### config.mk
export PLATFORM = sky130hd
export DESIGN_NAME = tea_iter_core
export DESIGN_NICKNAME = d
export VERILOG_FILES = /design/src/rtl/tea_iter_core.sv
export SDC_FILE = /design/constraint.sdc
export NUM_CORES = 1
export LEC_CHECK = 0
export BUFFER_PORTS_ARGS = -buffer_cell sky130_fd_sc_hd__buf_2
export CAP_MARGIN = 20
export CORE_AREA = 2 2 199 250
export DETAILED_ROUTE_END_ITERATION = 10
export DIE_AREA = 0 0 201 252
export GPL_TIMING_DRIVEN = 0
export HOLD_SLACK_MARGIN = 0.05
export PLACE_DENSITY = 0.64
export REMOVE_ABC_BUFFERS = 1
export SLEW_MARGIN = 10
export SYNTH_ARGS = -nofsm -noshare
export SYNTH_HDL_FRONTEND = slang
export SYNTH_SLANG_ARGS = --single-unit
### constraint.sdc
create_clock -name clk -period 10.35 [get_ports clk]
set_input_delay 1.5525 -clock clk [delete_from_list [all_inputs] [get_ports clk]]
set_output_delay 1.5525 -clock clk [all_outputs]
set_load 0.005 [all_outputs]
### src/rtl/tea_iter_core.sv
// Iterative TEA cipher engine: ROUNDS rounds per block, UNROLL chained rounds per clock.
// Latency: accept at edge N -> out_valid after edge N+ROUNDS/UNROLL; one block in flight.
// Backpressure: result held in DONE until out_ready; in_ready low outside IDLE, no queueing.
// Build option: define TEA_ENCRYPT_EN to add the encrypt datapath (in_mode selects);
// without it only decrypt is built and in_mode is ignored.
module tea_iter_core #(
  parameter int unsigned ROUNDS = 32,
  parameter int unsigned UNROLL = 1,
  parameter logic [31:0] DELTA  = 32'h9E3779B9
) (
  input  logic         clk,
  input  logic         rst_n,
  input  logic         in_valid,
  output logic         in_ready,
  input  logic         in_mode,
  input  logic [127:0] in_key,
  input  logic [63:0]  in_data,
  output logic         out_valid,
  input  logic         out_ready,
  output logic [63:0]  out_data,
  output logic         busy
);

  localparam int CW = $clog2(ROUNDS) + 1;
  localparam logic [CW-1:0] CNT_STEP = CW'(UNROLL);
  localparam logic [CW-1:0] CNT_END  = CW'(ROUNDS);
  // Decrypt walks the sum schedule backwards from its final encrypt value.
  localparam logic [31:0] SUM_DEC_INIT = DELTA * ROUNDS;

  localparam logic [1:0] S_IDLE = 2'd0;
  localparam logic [1:0] S_RUN  = 2'd1;
  localparam logic [1:0] S_DONE = 2'd2;

  logic [1:0]    state;
  logic          armed;   // low only until the first edge after reset release
  logic [127:0]  key_q;
  logic [31:0]   v0_q, v1_q, sum_q;
  logic [CW-1:0] cnt_q;
  logic [CW-1:0] cnt_nxt;
  logic [31:0]   nv0, nv1, nsum;
  logic [31:0]   k0, k1, k2, k3;
  logic [31:0]   sum_init;

`ifdef TEA_ENCRYPT_EN
  logic          mode_q;
`else
  logic          unused_mode;
  assign unused_mode = in_mode;
`endif

  assign k0 = key_q[127:96];
  assign k1 = key_q[95:64];
  assign k2 = key_q[63:32];
  assign k3 = key_q[31:0];

  // TEA Feistel mixing term shared by both directions.
  function automatic logic [31:0] mix(input logic [31:0] v, input logic [31:0] s,
                                      input logic [31:0] ka, input logic [31:0] kb);
    mix = ((v << 4) + ka) ^ (v + s) ^ ((v >> 5) + kb);
  endfunction

  assign in_ready = armed && (state == S_IDLE);
  assign busy     = (state != S_IDLE);
  assign cnt_nxt  = cnt_q + CNT_STEP;

`ifdef TEA_ENCRYPT_EN
  assign sum_init = in_mode ? DELTA : SUM_DEC_INIT;
`else
  assign sum_init = SUM_DEC_INIT;
`endif

  // Chain UNROLL rounds combinationally from the current registered state.
  always_comb begin
    nv0  = v0_q;
    nv1  = v1_q;
    nsum = sum_q;
    for (int unsigned i = 0; i < UNROLL; i++) begin
`ifdef TEA_ENCRYPT_EN
      if (mode_q) begin
        nv0  = nv0 + mix(nv1, nsum, k0, k1);
        nv1  = nv1 + mix(nv0, nsum, k2, k3);
        nsum = nsum + DELTA;
      end else begin
        nv1  = nv1 - mix(nv0, nsum, k2, k3);
        nv0  = nv0 - mix(nv1, nsum, k0, k1);
        nsum = nsum - DELTA;
      end
`else
      nv1  = nv1 - mix(nv0, nsum, k2, k3);
      nv0  = nv0 - mix(nv1, nsum, k0, k1);
      nsum = nsum - DELTA;
`endif
    end
  end

  // Control FSM plus the block, key, sum and result registers.
  always_ff @(posedge clk) begin
    if (!rst_n) begin
      state     <= S_IDLE;
      armed     <= 1'b0;
      key_q     <= '0;
      v0_q      <= '0;
      v1_q      <= '0;
      sum_q     <= '0;
      cnt_q     <= '0;
      out_valid <= 1'b0;
      out_data  <= '0;
`ifdef TEA_ENCRYPT_EN
      mode_q    <= 1'b0;
`endif
    end else begin
      armed <= 1'b1;
      case (state)
        S_IDLE: begin
          if (in_valid && in_ready) begin
            key_q  <= in_key;
            v0_q   <= in_data[63:32];
            v1_q   <= in_data[31:0];
            sum_q  <= sum_init;
            cnt_q  <= '0;
`ifdef TEA_ENCRYPT_EN
            mode_q <= in_mode;
`endif
            state  <= S_RUN;
          end
        end
        S_RUN: begin
          v0_q  <= nv0;
          v1_q  <= nv1;
          sum_q <= nsum;
          cnt_q <= cnt_nxt;
          if (cnt_nxt == CNT_END) begin
            out_data  <= {nv0, nv1};
            out_valid <= 1'b1;
            state     <= S_DONE;
          end
        end
        S_DONE: begin
          if (out_ready) begin
            out_valid <= 1'b0;
            state     <= S_IDLE;
          end
        end
        default: state <= S_IDLE;
      endcase
    end
  end

endmodule

Yosys cells after proc, flatten, opt, wreduce, memory -nomap -nowiden
Cells that the tools add are included.
- bits in registers: 298
- output and inout port bits: 67
- word-level logic and storage cells: 56
- add/sub/neg operators: 10
- equal/unequal tests: 6
- multiplexer cells: 16
- bitwise operators: 4
- reduce and logical (&&, ||, !) cells: 11
- operators with widths (cell ; number):
    $pmux W32 S2 ; 3
    $add A32 B32 Y32 ; 4
    $xor A32 B32 Y32 ; 4
    $mux W32 ; 3
    $add A27 B32 Y32 ; 2
    $sub A32 B32 Y32 ; 2
    $sub A32 B32 Y32 const B ; 1
    $pmux W6 S2 ; 1
    $add A6 B1 Y6 const B ; 1
    $eq A6 B6 Y1 const B ; 1
    $mux W2 ; 3
    $mux W6 ; 1
    $pmux W2 S3 ; 1
    $reduce_and A2 Y1 ; 3
    $reduce_and A3 Y1 ; 2
    $reduce_bool A2 Y1 ; 3
    $ne A2 B2 Y1 const B ; 2
    $mux W1 ; 3
    $eq A2 B1 Y1 const B ; 1
    $eq A2 B2 Y1 const B ; 1
    $logic_and A1 B1 Y1 ; 2
    $logic_not A2 Y1 ; 1
    $ne A2 B1 Y1 const B ; 1
    $pmux W1 S2 ; 1

Logic depth before layout (Yosys ltp)
- depth in word-level cells: 9
- mapped depth: 45
- gate-level depth less buffers: 45

Least setup slack after synthesis
OpenSTA, ideal clock, no wires.
- kind: register to register
- from: register v0_q[5]
- to: register v0_q[31]
- setup time: 129 ps
- data arrival time: 7850 ps
- path slack: 2371 ps
- stages on the path, launching flop included: 43
- buffers on the path: 0
- clock period less this slack: 7979 ps
- cell sequence: dfxtp_1 ha_1 inv_1 fa_1 nor2b_1 o21ai_0 a21boi_0 nor2_1 nor2_1 nor2_1 xnor2_1 xnor2_1 ha_1 a211o_1 a21oi_1 a21boi_0 a41oi_2 o21bai_1 (+7 left out) a41oi_1 o21ai_0 nand3_1 nand2_1 a31oi_1 xnor2_1 xnor2_1 xnor2_1 ha_1 and3_1 nand3_1 a211oi_1 o41ai_2 o41ai_1 a21oi_1 xnor2_2 xor2_1 o31ai_2
- cells in the longest elaborated chain, start to end: 9
- elaborated cells on any way between the ends: 13
- classes of those cells: add/sub (8); mux (1); bitwise (4)
- ends and longest elaborated chain (what ; line ; source):
    start, declared ; 37 ; logic [31:0] v0_q, v1_q, sum_q;
    start signal, assigned ; 117 ; v0_q <= in_data[63:32];
    start signal, assigned ; 128 ; v0_q <= nv0;
    $add A32 B32 Y32 ; 59 ; mix = ((v << 4) + ka) ^ (v + s) ^ ((v >> 5) + kb);
    $xor A32 B32 Y32 ; 59 ;
    $xor A32 B32 Y32 (*) ; 59 ;
    $sub A32 B32 Y32 (*) ; 89 ; nv1 = nv1 - mix(nv0, nsum, k2, k3);
    named net nv1[17] ; 40 ; logic [31:0] nv0, nv1, nsum;
    $add A32 B32 Y32 ; 59 ;
    $xor A32 B32 Y32 ; 59 ;
    $xor A32 B32 Y32 (*) ; 59 ;
    $sub A32 B32 Y32 (*) ; 90 ; nv0 = nv0 - mix(nv1, nsum, k0, k1);
    $pmux W32 S2 (*) ; 113 ; case (state)
Mark *: on every way through the listed nets, which the timed path passes. The rest lies on a longest branch.
A chain may end at the register's enable or synchronous reset.

Worst setup path in the final report
- from: register v0_q[1]
- to: register v0_q[31]
- cells in the longest elaborated chain, start to end: 9
- elaborated cells on any way between the ends: 12
- classes of those cells: add/sub (7); mux (1); bitwise (4)
- ends and longest elaborated chain (what ; line):
    $add A32 B32 Y32 ; 59
    $xor A32 B32 Y32 (*) (2 in a row) ; 59
    $sub A32 B32 Y32 (*) ; 89
    named net nv1[20] ; 40
    $add A32 B32 Y32 ; 59
    $xor A32 B32 Y32 ; 59
    $xor A32 B32 Y32 (*) ; 59
    $sub A32 B32 Y32 (*) ; 90
    $pmux W32 S2 (*) ; 113
Marked as above.

==> out/summary.log <==
INFO  status         run_status=finished clean
INFO  synth          yosys_warnings=0
INFO  setup_path     cp_data_arrival_time=10160ps
INFO  drt            route.detailed.wl_per_inst=19.8microns
INFO  place          finalWeightedCongestion=0.931
INFO  setup_path     critical_path.max_stage_delay=730ps
INFO  clock_tree     numClockSinks=298
INFO  drt            vias=22404
INFO  setup_path     r2r_slack=610ps
INFO  clock_tree     cts_buffer_depth=3
INFO  timing         post-route-period-util=0.941
INFO  drt            drt_wl_total=77.1mm
INFO  worst_hold_path min_delay_path_depth=2
INFO  timing         post-route-min-period=9740ps
INFO  drt            drtIter0Drc=1359
INFO  setup_path     crit_required=10760ps
INFO  timing         timing.clock.skew=17.8ps
INFO  setup_path     slowest_cp_cell=xor2_1
INFO  setup_path     rr_worst_depth=38
INFO  worst_hold_path hold_path_end=out_data[51]
INFO  timing         max_freq=0.103GHz
INFO  timing         timing.final.setup_violations=0
INFO  synth          netlist-cell-type-count=92
INFO  floorplanning  ios=264
INFO  setup_path     path_delay_family=compound AO/OA/AOI/OAI gates
INFO  floorplanning  die_h=252microns
INFO  cells_and_area design.final.nets=3673
INFO  cells_and_area mostFrequentLayoutCells=524 x nand2_1, 438 x a21oi_1, 298 x dfxtp_1
INFO  timing         fin_tns_setup=0ps
INFO  worst_hold_path hold_class=reg2reg
INFO  synth          synth_area_per_cell=7.73squm
INFO  clock_tree     clk_pin_slew_worst_paths=60ps
INFO  clock_tree     hold_buffers=0
INFO  clock_tree     clock_latency_reported_for_the_late_side_of_the_worst_skew_pair=570ps
INFO  place          port_buffers=262
INFO  synth          synth_async_sr_flop_share=0
INFO  setup_path     crit_buf_inv=0
INFO  synth          synth-edff-count=0
INFO  place          dp_hpwl=60.3mm
INFO  setup_path     timing.critical_path.fanout_max=7
INFO  floorplanning  initial_core_util=0.487
INFO  synth          yosysSeqAreaShare=0.255
INFO  timing         timing.final.max_slew_violations=0
INFO  clock_tree     cts_root_cell=clkbuf_16
INFO  cells_and_area diodes=0
INFO  global_route   first_global_vias=21359
INFO  setup_path     setup.worst_path.end_class=flop
INFO  setup_path     timing.critical_path.mode_cell=a21o_1
INFO  synth          synthesis.area=23400squm
INFO  synth          syn_inst=3026
INFO  global_route   grt_first_pass_wirelength=118mm
INFO  flow_run       max_capacitance_violation_total=0
INFO  setup_path     reg2reg_start=v0_q[1]
INFO  timing         timing.max_slew.rel_slack=0.377
INFO  cells_and_area flow.area_growth_from_synthesis=13.8%
INFO  worst_hold_path min-delay-start=out_data[51]
INFO  clock_tree     cts_tree=yes
INFO  drt            viasPerCell=5.75
INFO  global_route   grt_max_degree=148
INFO  timing         rsz0062_at_grt=false
INFO  clock_tree     cts-htree-levels=2
INFO  setup_path     timing.rr.end=v0_q[31]
INFO  synth          ys_seq_elements=298
INFO  floorplanning  core=48100squm
INFO  drt            ant_nets=0
INFO  floorplanning  fp.dieW=201microns
INFO  cells_and_area post-route-util=0.554
INFO  global_route   grt_usage=0.296
INFO  timing         final-hold-violation-count=0
INFO  global_route   grt_antenna_before_repair=0
INFO  synth          ys_dominant_reg_cell=dfxtp_1
INFO  floorplanning  floorplan.rows=90
INFO  timing         worst_slew_pin_slew=931ps
INFO  floorplanning  die_area=50700squm
INFO  cells_and_area final_layout_size_suffix_gt1_frac=0.124
INFO  drt            remaining_routing_drc_violations=0
INFO  drt            firstDrtPassIters=6
INFO  setup_path     timing.critical_path.from_type=flop
INFO  cells_and_area final_common_cell=nand2_1
INFO  clock_tree     cts-buffers-inserted=35
INFO  global_route   global_route.overflow_total=0
INFO  timing         holdWs=450ps
INFO  setup_path     crit_type=reg2reg
-- layout make-up --
| cell class | count | area, sq um |
|---|---|---|
| fill | 4700 | 21500 |
| multi-input combinational | 2526 | 16700 |
| sequential | 298 | 5970 |
| timing repair buffer | 279 | 1650 |
| clock buffer | 47 | 1000 |
| tap | 644 | 806 |
| inverter | 85 | 327 |
| clock inverter | 15 | 118 |
-- worst min-delay path: cells and delay by family (launching register included) --
family,cells,cell delay (ps)
simple gates,1,50
compound gates,1,50
flops,1,310
-- timing repair --
action	4_1_cts	5_1_grt
endpoints found under the setup margin	0	16
hold endpoints to repair	0	0
resized for setup	0	12
setup buffers	0	3
-- cells in the mapped netlist, drive strengths merged, types with 53 or more instances --
cell type  count  share of area
nand2        527          0.085
o21ai        112          0.024
ha           243           0.13
a21oi        443          0.095
nand3         53          0.011
nor3          54          0.012
xor2          62          0.023
xnor2        283           0.11
clkbuf       105          0.018
dfxtp        298           0.26
nor2         167          0.027
a21o         114          0.037
a22oi         59          0.019
inv           85          0.014
-- logic make-up after synthesis --
| logic type | Yosys count | share of synthesized area |
|---|---|---|
| simple gates | 962 | 0.180 |
| buf+inv | 202 | 0.0340 |
| fa+ha+maj | 251 | 0.137 |
| xor+xnor | 348 | 0.134 |
| flops | 298 | 0.255 |
| mux | 4 | 0.00177 |
| compound gates | 961 | 0.259 |
-- worst max-delay path by stage --
stage          startpoint       end  slack (ps)  cells after the start
3_3_place_gp     in_valid   v0_q[0]       -6570                      5
4_1_cts           v0_q[5]  v0_q[31]          60                     43
5_1_grt           v0_q[5]  v0_q[31]          20                     42
3_5_place_dp      v0_q[5]  v0_q[31]         140                     43
2_1_floorplan    in_valid  v1_q[22]        1570                      5
6_report          v0_q[1]  v0_q[31]         610                     38
-- state kept, by name, summed over array words and instances (netlist names) --
signal and cells:
sum_q 32, out_data 64, cnt_q 6, v1_q 32, key_q 128, state 2
out_valid 1, v0_q 32, armed 1
-- through the flow --
step / area [sq um] / setup WS, ps / instances
finish: 26600 / 608 / 3894
CTS: 26500 / 55.1 / 3891
global route: 26600 / 23.4 / 3894
detailed placement: 25400 / 137 / 3829
global placement: 25000 / -6570 / 3815
floorplan: 22900 / 1570 / 2909
-- layer usage --
| layer | wire, microns | vias up | GRT usage |
|---|---|---|---|
| met5 | 0 | - | 0 |
| met4 | 3610 | 0 | 0.134 |
| met3 | 3330 | 151 | 0.0332 |
| met2 | 38300 | 621 | 0.539 |
| met1 | 31900 | 10494 | 0.347 |
| li1 | - | 11138 | - |
Power is not shown: default switching activity piles up to over one toggle a cycle in this logic, so the estimate is an artifact.
